$ cat config.mk
export PLATFORM = sky130hd
export DESIGN_NAME = addsub_seq_ctrl_flat
export DESIGN_NICKNAME = d
export VERILOG_FILES = /design/src/rtl/addsub_seq_ctrl_if.sv /design/src/rtl/addsub_seq_ctrl.sv /design/src/flat_wrapper.sv
export SDC_FILE = /design/constraint.sdc
export NUM_CORES = 1
export LEC_CHECK = 0
export BUFFER_PORTS_ARGS = -buffer_cell sky130_fd_sc_hd__buf_4
export CAP_MARGIN = 15
export CORE_ASPECT_RATIO = 1.1
export CORE_MARGIN = 3
export CORE_UTILIZATION = 40
export CTS_CLUSTER_SIZE = 25
export DETAILED_ROUTE_END_ITERATION = 16
export GPL_TIMING_DRIVEN = 0
export PLACE_DENSITY = 0.74
export REMOVE_ABC_BUFFERS = 1
export SLEW_MARGIN = 30
export SYNTH_ARGS = -nofsm -noshare
export SYNTH_HDL_FRONTEND = slang
export SYNTH_SLANG_ARGS = --single-unit
$ cat constraint.sdc
create_clock -name clk -period 5.7 [get_ports clk]
set_input_delay 0.57 -clock clk [delete_from_list [all_inputs] [get_ports clk]]
set_output_delay 0.57 -clock clk [all_outputs]
set_load 0.05 [all_outputs]
$ cat src/rtl/addsub_seq_ctrl_if.sv
// ---------------------------------------------------------------------------
// addsub_seq_ctrl_if
// Handshake and data bundle for the nibble-serial add/sub sequencer.
//
//   in_valid / in_ready      operand request handshake (source -> block)
//   a, b, sub                operands and operation select (0 = add, 1 = sub)
//   out_valid / out_ready    result handshake (block -> sink)
//   result, cout, ovf, zero  full-width result and flags
//
// master : the operand source / result sink side (e.g. a testbench)
// slave  : the sequencer itself
// ---------------------------------------------------------------------------
interface addsub_seq_ctrl_if #(
   parameter int WIDTH = 16
);
   logic             in_valid;
   logic             in_ready;
   logic [WIDTH-1:0] a;
   logic [WIDTH-1:0] b;
   logic             sub;
   logic             out_valid;
   logic             out_ready;
   logic [WIDTH-1:0] result;
   logic             cout;
   logic             ovf;
   logic             zero;

   modport master (
      output in_valid, a, b, sub, out_ready,
      input  in_ready, out_valid, result, cout, ovf, zero
   );

   modport slave (
      input  in_valid, a, b, sub, out_ready,
      output in_ready, out_valid, result, cout, ovf, zero
   );
endinterface

$ cat src/rtl/addsub_seq_ctrl.sv
// ---------------------------------------------------------------------------
// addsub_seq_ctrl
// WIDTH-bit add/subtract computed one nibble per cycle, least significant
// nibble first, through a single 4-bit add/sub slice (fourbitaddsub). The
// carry between nibbles is held in carry_reg.
//
// Ports:
//   clk   single clock, rising edge
//   rst   synchronous, active-high reset
//   bus   addsub_seq_ctrl_if.slave
//           in_valid/in_ready, a, b, sub    operand request
//           out_valid/out_ready             result handshake
//           result, cout, ovf, zero         result and flags (valid in DONE)
//
// Latency is WIDTH/4 + 1 edges from the accept edge to out_valid.
// ---------------------------------------------------------------------------

// ---------------------------------------------------------------------------
// fourbitaddsub
// 4-bit add/sub slice: s = a + (b ^ {4{sub}}) + (cin ^ sub).
// Ports: a, b (4-bit operands), cin, sub in; s (4-bit sum), cout out.
// ---------------------------------------------------------------------------
module fourbitaddsub (
   input  logic [3:0] a,
   input  logic [3:0] b,
   input  logic       cin,
   input  logic       sub,
   output logic [3:0] s,
   output logic       cout
);
   logic [3:0] bx;
   logic [4:0] sum;

   // Invert B and fold the subtract select into the carry so the same adder
   // does both operations.
   always_comb begin
      bx   = b ^ {4{sub}};
      sum  = {1'b0, a} + {1'b0, bx} + {4'b0000, cin ^ sub};
      s    = sum[3:0];
      cout = sum[4];
   end
endmodule

module addsub_seq_ctrl #(
   parameter int WIDTH = 16
) (
   input  logic           clk,
   input  logic           rst,
   addsub_seq_ctrl_if.slave bus
);
   localparam int NIB = WIDTH / 4;
   localparam int IW  = (NIB > 1) ? $clog2(NIB) : 1;

   generate
      if ((WIDTH % 4) != 0 || WIDTH < 8) begin : g_bad_width
         $error("addsub_seq_ctrl: WIDTH must be a multiple of 4 and at least 8");
      end
   endgenerate

   typedef enum logic [1:0] {
      IDLE = 2'd0,
      RUN  = 2'd1,
      DONE = 2'd2
   } state_t;

   state_t           state;
   state_t           state_next;

   logic [WIDTH-1:0] a_reg;
   logic [WIDTH-1:0] b_reg;
   logic             sub_reg;
   logic             carry_reg;
   logic [IW-1:0]    nib_idx;
   logic [WIDTH-1:0] result_reg;

   logic [3:0]       slice_a;
   logic [3:0]       slice_b;
   logic [3:0]       slice_s;
   logic             slice_cin;
   logic             slice_cout;
   logic             last_nib;
   logic             accept;
   logic [WIDTH-1:0] bx;

   // Handshake decodes come from registered state only, so there is no
   // combinational path from in_valid or out_ready to in_ready/out_valid.
   assign bus.in_ready  = (state == IDLE);
   assign bus.out_valid = (state == DONE);
   assign accept        = bus.in_valid && (state == IDLE);
   assign last_nib      = (nib_idx == IW'(NIB - 1));

   // Select the current nibble of each captured operand. The slice applies
   // cin ^ sub internally, so cin is pre-XORed with sub_reg on later nibbles
   // to make the effective carry equal carry_reg; on nibble 0 cin = 0 makes
   // the effective carry equal sub_reg (the +1 of two's-complement negate).
   always_comb begin
      slice_a   = a_reg[{nib_idx, 2'b00} +: 4];
      slice_b   = b_reg[{nib_idx, 2'b00} +: 4];
      slice_cin = (nib_idx == '0) ? 1'b0 : (carry_reg ^ sub_reg);
   end

   fourbitaddsub u_slice (
      .a    (slice_a),
      .b    (slice_b),
      .cin  (slice_cin),
      .sub  (sub_reg),
      .s    (slice_s),
      .cout (slice_cout)
   );

   // State register; reset takes priority over any handshake in the cycle.
   always_ff @(posedge clk) begin
      if (rst) begin
         state <= IDLE;
      end else begin
         state <= state_next;
      end
   end

   // Next-state logic: accept in IDLE, walk all nibbles in RUN, hold the
   // result in DONE until the sink takes it.
   always_comb begin
      state_next = state;
      case (state)
         IDLE:    if (bus.in_valid) state_next = RUN;
         RUN:     if (last_nib)     state_next = DONE;
         DONE:    if (bus.out_ready) state_next = IDLE;
         default: state_next = IDLE;
      endcase
   end

   // Datapath: capture operands on accept, then write one result nibble and
   // the chained carry per RUN cycle. Nothing changes in DONE, which keeps
   // the outputs stable while the sink stalls.
   always_ff @(posedge clk) begin
      if (rst) begin
         a_reg      <= '0;
         b_reg      <= '0;
         sub_reg    <= 1'b0;
         carry_reg  <= 1'b0;
         nib_idx    <= '0;
         result_reg <= '0;
      end else begin
         if (accept) begin
            a_reg   <= bus.a;
            b_reg   <= bus.b;
            sub_reg <= bus.sub;
            nib_idx <= '0;
         end else if (state == RUN) begin
            result_reg[{nib_idx, 2'b00} +: 4] <= slice_s;
            carry_reg                         <= slice_cout;
            nib_idx                           <= nib_idx + IW'(1);
         end
      end
   end

   // Flags. Signed overflow occurs when A and the effective B operand share a
   // sign but the result sign differs. ovf and zero are qualified by DONE so
   // they read 0 out of reset and while a partial result is being built.
   assign bx         = b_reg ^ {WIDTH{sub_reg}};
   assign bus.result = result_reg;
   assign bus.cout   = carry_reg;
   assign bus.ovf    = (state == DONE) &&
                       ((a_reg[WIDTH-1] ~^ bx[WIDTH-1]) &&
                        (result_reg[WIDTH-1] ^ a_reg[WIDTH-1]));
   assign bus.zero   = (state == DONE) && (result_reg == '0);
endmodule

$ cat src/flat_wrapper.sv
// flat-port wrapper written by rule: the top's interface ports become plain ports
module addsub_seq_ctrl_flat 
#(
   parameter int WIDTH = 16
)
  (clk, rst, bus_in_valid, bus_a, bus_b, bus_sub, bus_out_ready, bus_in_ready, bus_out_valid, bus_result, bus_cout, bus_ovf, bus_zero);
  addsub_seq_ctrl_if #(.WIDTH(WIDTH)) bus_i ();
  input  logic clk;
  input  logic rst;
  input wire logic [$bits(bus_i.in_valid)-1:0] bus_in_valid;
  input wire logic [$bits(bus_i.a)-1:0] bus_a;
  input wire logic [$bits(bus_i.b)-1:0] bus_b;
  input wire logic [$bits(bus_i.sub)-1:0] bus_sub;
  input wire logic [$bits(bus_i.out_ready)-1:0] bus_out_ready;
  output wire logic [$bits(bus_i.in_ready)-1:0] bus_in_ready;
  output wire logic [$bits(bus_i.out_valid)-1:0] bus_out_valid;
  output wire logic [$bits(bus_i.result)-1:0] bus_result;
  output wire logic [$bits(bus_i.cout)-1:0] bus_cout;
  output wire logic [$bits(bus_i.ovf)-1:0] bus_ovf;
  output wire logic [$bits(bus_i.zero)-1:0] bus_zero;
  assign bus_i.in_valid = bus_in_valid;
  assign bus_i.a = bus_a;
  assign bus_i.b = bus_b;
  assign bus_i.sub = bus_sub;
  assign bus_i.out_ready = bus_out_ready;
  assign bus_in_ready = bus_i.in_ready;
  assign bus_out_valid = bus_i.out_valid;
  assign bus_result = bus_i.result;
  assign bus_cout = bus_i.cout;
  assign bus_ovf = bus_i.ovf;
  assign bus_zero = bus_i.zero;
  addsub_seq_ctrl #(.WIDTH(WIDTH)) u_core (.clk(clk), .rst(rst), .bus(bus_i));
endmodule
Yosys cells after proc, flatten, opt, wreduce, memory -nomap -nowiden
Cells that the tools add are included.
{"block": "classes", "addsub": 4, "n_eq_ne": 6, "shift": 4, "mux": 6, "bitwise_logic": 7, "n_reduce_logical": 10}
{"cell": "16-bit by 5-bit variable part select with 4-bit output", "count": 2}
{"cell": "16-bit bitwise mux", "count": 1}
{"cell": "16-bit logical NOT", "count": 1}
{"cell": "4-bit by 6-bit variable shift with 16-bit output, first input constant", "count": 1}
{"cell": "4-bit by 6-bit variable part select with 16-bit output", "count": 1}
{"cell": "16-bit XOR", "count": 1}
{"cell": "2-bit 2-to-1 mux", "count": 3}
{"cell": "4-bit negator with 6-bit output", "count": 1}
{"cell": "2-bit case mux with 3 select lines", "count": 1}
{"cell": "4-bit by 4-bit adder with 5-bit output", "count": 1}
{"cell": "5-bit by 1-bit adder with 5-bit output", "count": 1}
{"cell": "2-bit equality test, second input constant", "count": 2}
{"cell": "1-bit logical AND", "count": 4}
{"cell": "2-bit logical NOT", "count": 2}
{"cell": "2-bit inequality test, second input constant", "count": 2}
{"cell": "4-bit XOR", "count": 1}
{"cell": "3-bit AND reduction", "count": 1}
{"cell": "1-bit XOR", "count": 3}
{"cell": "2-bit by 1-bit adder with 2-bit output, second input constant", "count": 1}
{"cell": "2-bit by 1-bit equality test with 1-bit output, second input constant", "count": 1}
{"cell": "2-bit by 1-bit inequality test with 1-bit output, second input constant", "count": 1}
{"cell": "2-bit AND reduction", "count": 1}
{"cell": "2-bit OR reduction", "count": 1}
{"cell": "1-bit 2-to-1 mux", "count": 1}
{"cell": "other kinds (2)", "count": 2}
{"block": "word_totals", "register_bits": 54, "in_bits": 37, "output_inout_bits": 21, "elab_cells": 44}

Depth between registers and ports, before layout
{"block": "depth", "depth_word": 6, "ltp_mapped": 10, "depth_no_buf": 9}

Modules after synthesis
Synthesis repeated with hierarchy kept, for this count alone.
{"block": "hier_totals", "hier_cells": 239, "area_unflattened_um2": 2590.0}
{"mod": "addsub_seq_ctrl", "n_inst": 1, "cells_per_inst": 222, "area_each_um2": 2414.8, "seq_area_each_um2": 1081.0}
{"mod": "fourbitaddsub", "n_inst": 1, "cells_per_inst": 17, "area_each_um2": 175.2, "seq_area_each_um2": 0.0}

Least setup slack after synthesis
Ideal clock, no wire load.
{"block": "synth_timing", "path_type": "flip-flop to output port", "start": "register u_core.result_reg[4], in the netlist u_core.bus.result[4]", "end": "output port bus_zero", "t_arrival_ps": 2087, "required_time_ps": 5130, "slack_ps": 3043, "path_stages_with_launch": 3, "n_path_buf": 0, "cell_sequence": "dfxtp_1 > or4_1 > nor3_1"}
{"block": "synth_between", "elab_chain_len": 2}
{"element": "start: declaration", "line_no": "addsub_seq_ctrl.sv:74", "source": "logic [WIDTH-1:0] result_reg;"}
{"element": "start signal: indexed assignment", "line_no": "addsub_seq_ctrl.sv:150", "source": "result_reg[{nib_idx, 2'b00} +: 4] <= slice_s;"}
{"element": "16-bit logical NOT", "line_no": "addsub_seq_ctrl.sv:166", "source": "assign bus.zero = (state == DONE) && (result_reg == '0);"}
{"element": "1-bit logical AND", "line_no": "addsub_seq_ctrl.sv:166"}
{"element": "end: declaration", "line_no": "flat_wrapper.sv:20", "source": "output wire logic [$bits(bus_i.zero)-1:0] bus_zero;"}
No other way between the ends.

Worst setup path in the final report
{"block": "layout_timing", "start": "register u_core.nib_idx[0]", "end": "register u_core.result_reg[11], in the netlist u_core.bus.result[11]"}
{"block": "layout_between", "elab_chain_len": 6, "word_cells_on_any_way": 12, "classes_between": "3 x add/sub; 4 x shift; 2 x mux; 2 x bitwise; 1 x reduce/logical"}
{"element": "start: declaration", "line_no": "addsub_seq_ctrl.sv:73", "source": "logic [IW-1:0] nib_idx;"}
{"element": "start signal: assignment", "line_no": "addsub_seq_ctrl.sv:152", "source": "nib_idx <= nib_idx + IW'(1);"}
{"element": "16-bit by 5-bit variable part select with 4-bit output / 2-bit logical NOT (equally long branches)", "line_no": "addsub_seq_ctrl.sv:98, addsub_seq_ctrl.sv:99"}
{"element": "4-bit XOR / 1-bit 2-to-1 mux (equally long branches)", "line_no": "addsub_seq_ctrl.sv:37, addsub_seq_ctrl.sv:99"}
{"element": "4-bit by 4-bit adder with 5-bit output / 1-bit XOR (equally long branches)", "line_no": "addsub_seq_ctrl.sv:38", "source": "sum = {1'b0, a} + {1'b0, bx} + {4'b0000, cin ^ sub};"}
{"element": "5-bit by 1-bit adder with 5-bit output", "line_no": "addsub_seq_ctrl.sv:38"}
{"element": "4-bit by 6-bit variable part select with 16-bit output", "line_no": "addsub_seq_ctrl.sv:150"}
{"element": "16-bit bitwise mux (*)", "line_no": "addsub_seq_ctrl.sv:150"}
Mark *: on every way between the ends. The rest lies on a longest branch, timed or not.
A chain may end at the register's enable or synchronous reset.

==> impl_metrics.csv <==
group,metric,value,unit
power,power_frac_seq,53.9,%
setup_path,slowest_stage,"dfxtp_1",
layout,ff_latch_area,0.00108,mm2
die,die_w,81.3,um
placement,port-buffer-count,57,
setup_path,crit_chain,"mux4_2, xnor2_1, fa_1, nand2b_1, a21oi_1, xor2_1, a22oi_1, nor2_1",
die,initial_utilization,42.2,%
synth,postSynthCellCount,279,
die,fp.dieH,88.8,um
detailed_routing,drt_iter0_drc,88,
synth,synth_compound_area_share,13.2,%
detailed_routing,dr.pass1.iters,4,
sta,max_freq,312,MHz
placement,gp_congestion,0.727,
synth,muxShareOfSynthArea,7.78,%
placement,dpl.cell_count,396,
setup_path,endpoint_kind,"flip-flop",
clock_tree,cts_resized,0,
global_route,grt.total_usage,15.0,%
placement,hpwl,3680,um
setup_path,crit_family,"flip-flops",
global_route,grt.met3_usage,3.56,%
detailed_routing,drc,0,
clock_tree,clkTransAtPathRegs,0.09,ns
power,totalPowerFinal,0.763,mW
synth,synthAdderAreaFrac,6.12,%
power,switching_share,27.5,%
run_status,status,"finished, final reports clean",
power,p_leak,1.28,nW
setup_path,path_buf_inv,0,
layout,nets,374,
setup_path,critical_path_arrival,3.44,ns
die,die_area,0.00722,mm2
global_route,grtUsageMet2,24.6,%
die,core,0.00591,mm2
setup_path,path_class,"reg2reg",
detailed_routing,via_per_inst,4.96,
detailed_routing,wire_per_inst,12.7,um
global_route,antenna_found_initial,0,
layout,fin_area,0.00300,mm2
job,maxCapViolCount,0,
synth,synth_top_family_by_area,"simple AND/OR/NAND/NOR gates",
layout,drive_above_1_share,23.9,%
worst_hold_path,hold_path_class,"reg2reg",
sta,fin_crit,3.20,ns
sta,tightest_slew,0.923,ns
die,rows,29,
layout,final_common_cell,"nand2_1",
synth,synthDistinctLibCells,30,
clock_tree,numCtsBuffers,5,
sta,rsz0062_at_grt,"false",
detailed_routing,vias,2004,
sta,slew_headroom,38.4,%
layout,fin_cells,404,
detailed_routing,drt-total-wl,5120,um
synth,synth_xor_xnor_area_share,2.81,%
synth,synth-seq-cells,54,
setup_path,required,5.94,ns
placement,place_area,0.00291,mm2
synth,synth_warnings,0,
clock_tree,clockRootBuffer,"clkbuf_8",
power,p_int,0.553,mW
synth,yosysSeqAreaShare,43.4,%
clock_tree,cts_tree,"done",
die,ios,58,
layout,final.fill_count,584,
power,comb_power_share,17.9,%
global_route,grt_max_degree,55,
global_route,busiest_layer,"met2",
clock_tree,htreeDepth,2,
sta,finalSetupTns,0,ns
global_route,met1_usage,19.2,%
setup_path,path_max_fanout,15,
global_route,grt_pass1_wl,8440,um
synth,syn_avg_cell_area,8.94,um2
power,p_clk_share,28.2,%
clock_tree,clock_path_buffers,2,
layout,diodes,0,
power,p_switching,0.209,mW
sta,fin_crit_sh,56.2,%
detailed_routing,ant_nets,0,
synth,synth_simple_gate_area_share,21.5,%
global_route,grt_overflow,0,
clock_tree,cts_hold_buffers,0,
clock_tree,worstSkewPairLatency,0.30,ns
layout,multi_input_area,0.00128,mm2
sta,hold_viol_final,0,
setup_path,critPathLaunchType,"flip-flop",
clock_tree,post_cts_buffers,0,
power,irDropWorstVdd,0.000130,V
power,p_per_area,254,mW/mm2
global_route,grt_pass1_vias,1825,
setup_path,slowest_delay,0.94,ns
synth,synth_area,0.00249,mm2
layout,area_growth,20.5,%
sta,skew,0.00416,ns
clock_tree,cts.sinks,54,
layout,most-common-layout-cells,"71 x nand2_1, 57 x buf_4, 54 x dfxtp_1",
sta,setup_violations,0,
sta,report.final.slew_viol_count,0,
## stage by stage
| step | util [%] | hold slack, ns | setup slack, ns |
|---|---|---|---|
| floorplan | - | 0.425 | 2.88 |
| finish | 50.8 | 0.456 | 2.50 |
| global placement | 49.2 | 0.439 | 2.56 |
| global route | 50.8 | 0.474 | 2.27 |
| CTS | 50.8 | 0.460 | 2.48 |
| detailed placement | 49.2 | 0.447 | 2.52 |
## tightest hold or removal path, delay by kind of cell (launching register included)
| kind | cells | cell delay (ns) |
|---|---|---|
| AOI/OAI and AO/OA | 1 | 0.05 |
| DFF | 1 | 0.32 |
| and+or+nand+nor | 1 | 0.05 |
## kinds of logic (layout without fill, tap and decap cells)
| logic type | Yosys count | after routing |
|---|---|---|
| and+or+nand+nor | 117 | 117 |
| xor gates and xnor gates | 8 | 8 |
| muxes | 9 | 9 |
| DFF | 54 | 54 |
| buffers and inverters | 23 | 71 |
| AOI/OAI and AO/OA | 57 | 57 |
| adders and majority gates | 11 | 11 |
## final cells by class
cell class | count | share of cell area, %
Clock buffer | 7 | 2.87
Clock inverter | 1 | 0.167
Inverter | 6 | 0.750
Multi-Input combinational cell | 202 | 42.8
Sequential cell | 54 | 36.0
Tap cell | 77 | 3.21
Timing Repair Buffer | 57 | 14.2
## power groups by stage
stage	registers, mW	logic [mW]	clock network, mW
after floorplan	0.425	0.0797	0
after global placement	0.419	0.135	0
after detailed placement	0.420	0.138	0
after CTS	0.411	0.138	0.223
after global routing	0.414	0.153	0.234
final	0.411	0.136	0.215
## synthesized netlist by cell type
cell,instances,area share [%]
a22oi_1,16,4.8
buf_2,4,0.80
buf_6,5,2.3
nor2_1,26,3.9
nor2b_4,1,0.55
inv_1,6,0.90
nor4b_4,2,1.9
nor3_1,3,0.60
clkbuf_1,8,1.2
and3b_1,1,0.35
nor3b_2,1,0.50
nand2_2,2,0.50
a21o_1,1,0.30
nor4_1,3,0.75
or4_1,1,0.30
dfxtp_1,54,43
xnor2_1,3,1.1
nand3_1,1,0.20
mux4_1,1,1.1
ha_1,9,4.5
a21oi_1,39,7.8
and3_1,1,0.25
a211oi_1,1,0.30
and2_1,1,0.25
mux2i_1,1,0.40
mux4_2,7,6.3
fa_1,2,1.6
nand2_1,71,11
nand2b_1,3,0.75
xor2_1,5,1.8
## worst paths after layout
check,startpoint,slack [ns],end,depth (start not counted)
min,u_core.a_reg[8]$_SDFFE_PP0P_,0.46,u_core.a_reg[8]$_SDFFE_PP0P_,2
max reg2reg,u_core.nib_idx[0]$_SDFFE_PP0N_,2.50,u_core.bus.result[11]$_SDFFE_PP0P_,8
min reg2reg,u_core.a_reg[8]$_SDFFE_PP0P_,0.46,u_core.a_reg[8]$_SDFFE_PP0P_,2
max,u_core.nib_idx[0]$_SDFFE_PP0N_,2.50,u_core.bus.result[11]$_SDFFE_PP0P_,8
## layer usage
metal  wire [um]  vias up
met5           0        -
li1            -     1039
met4          60        0
met3         253        6
met2        2440       47
met1        2370      912
Power figures use the tool's default switching activity.
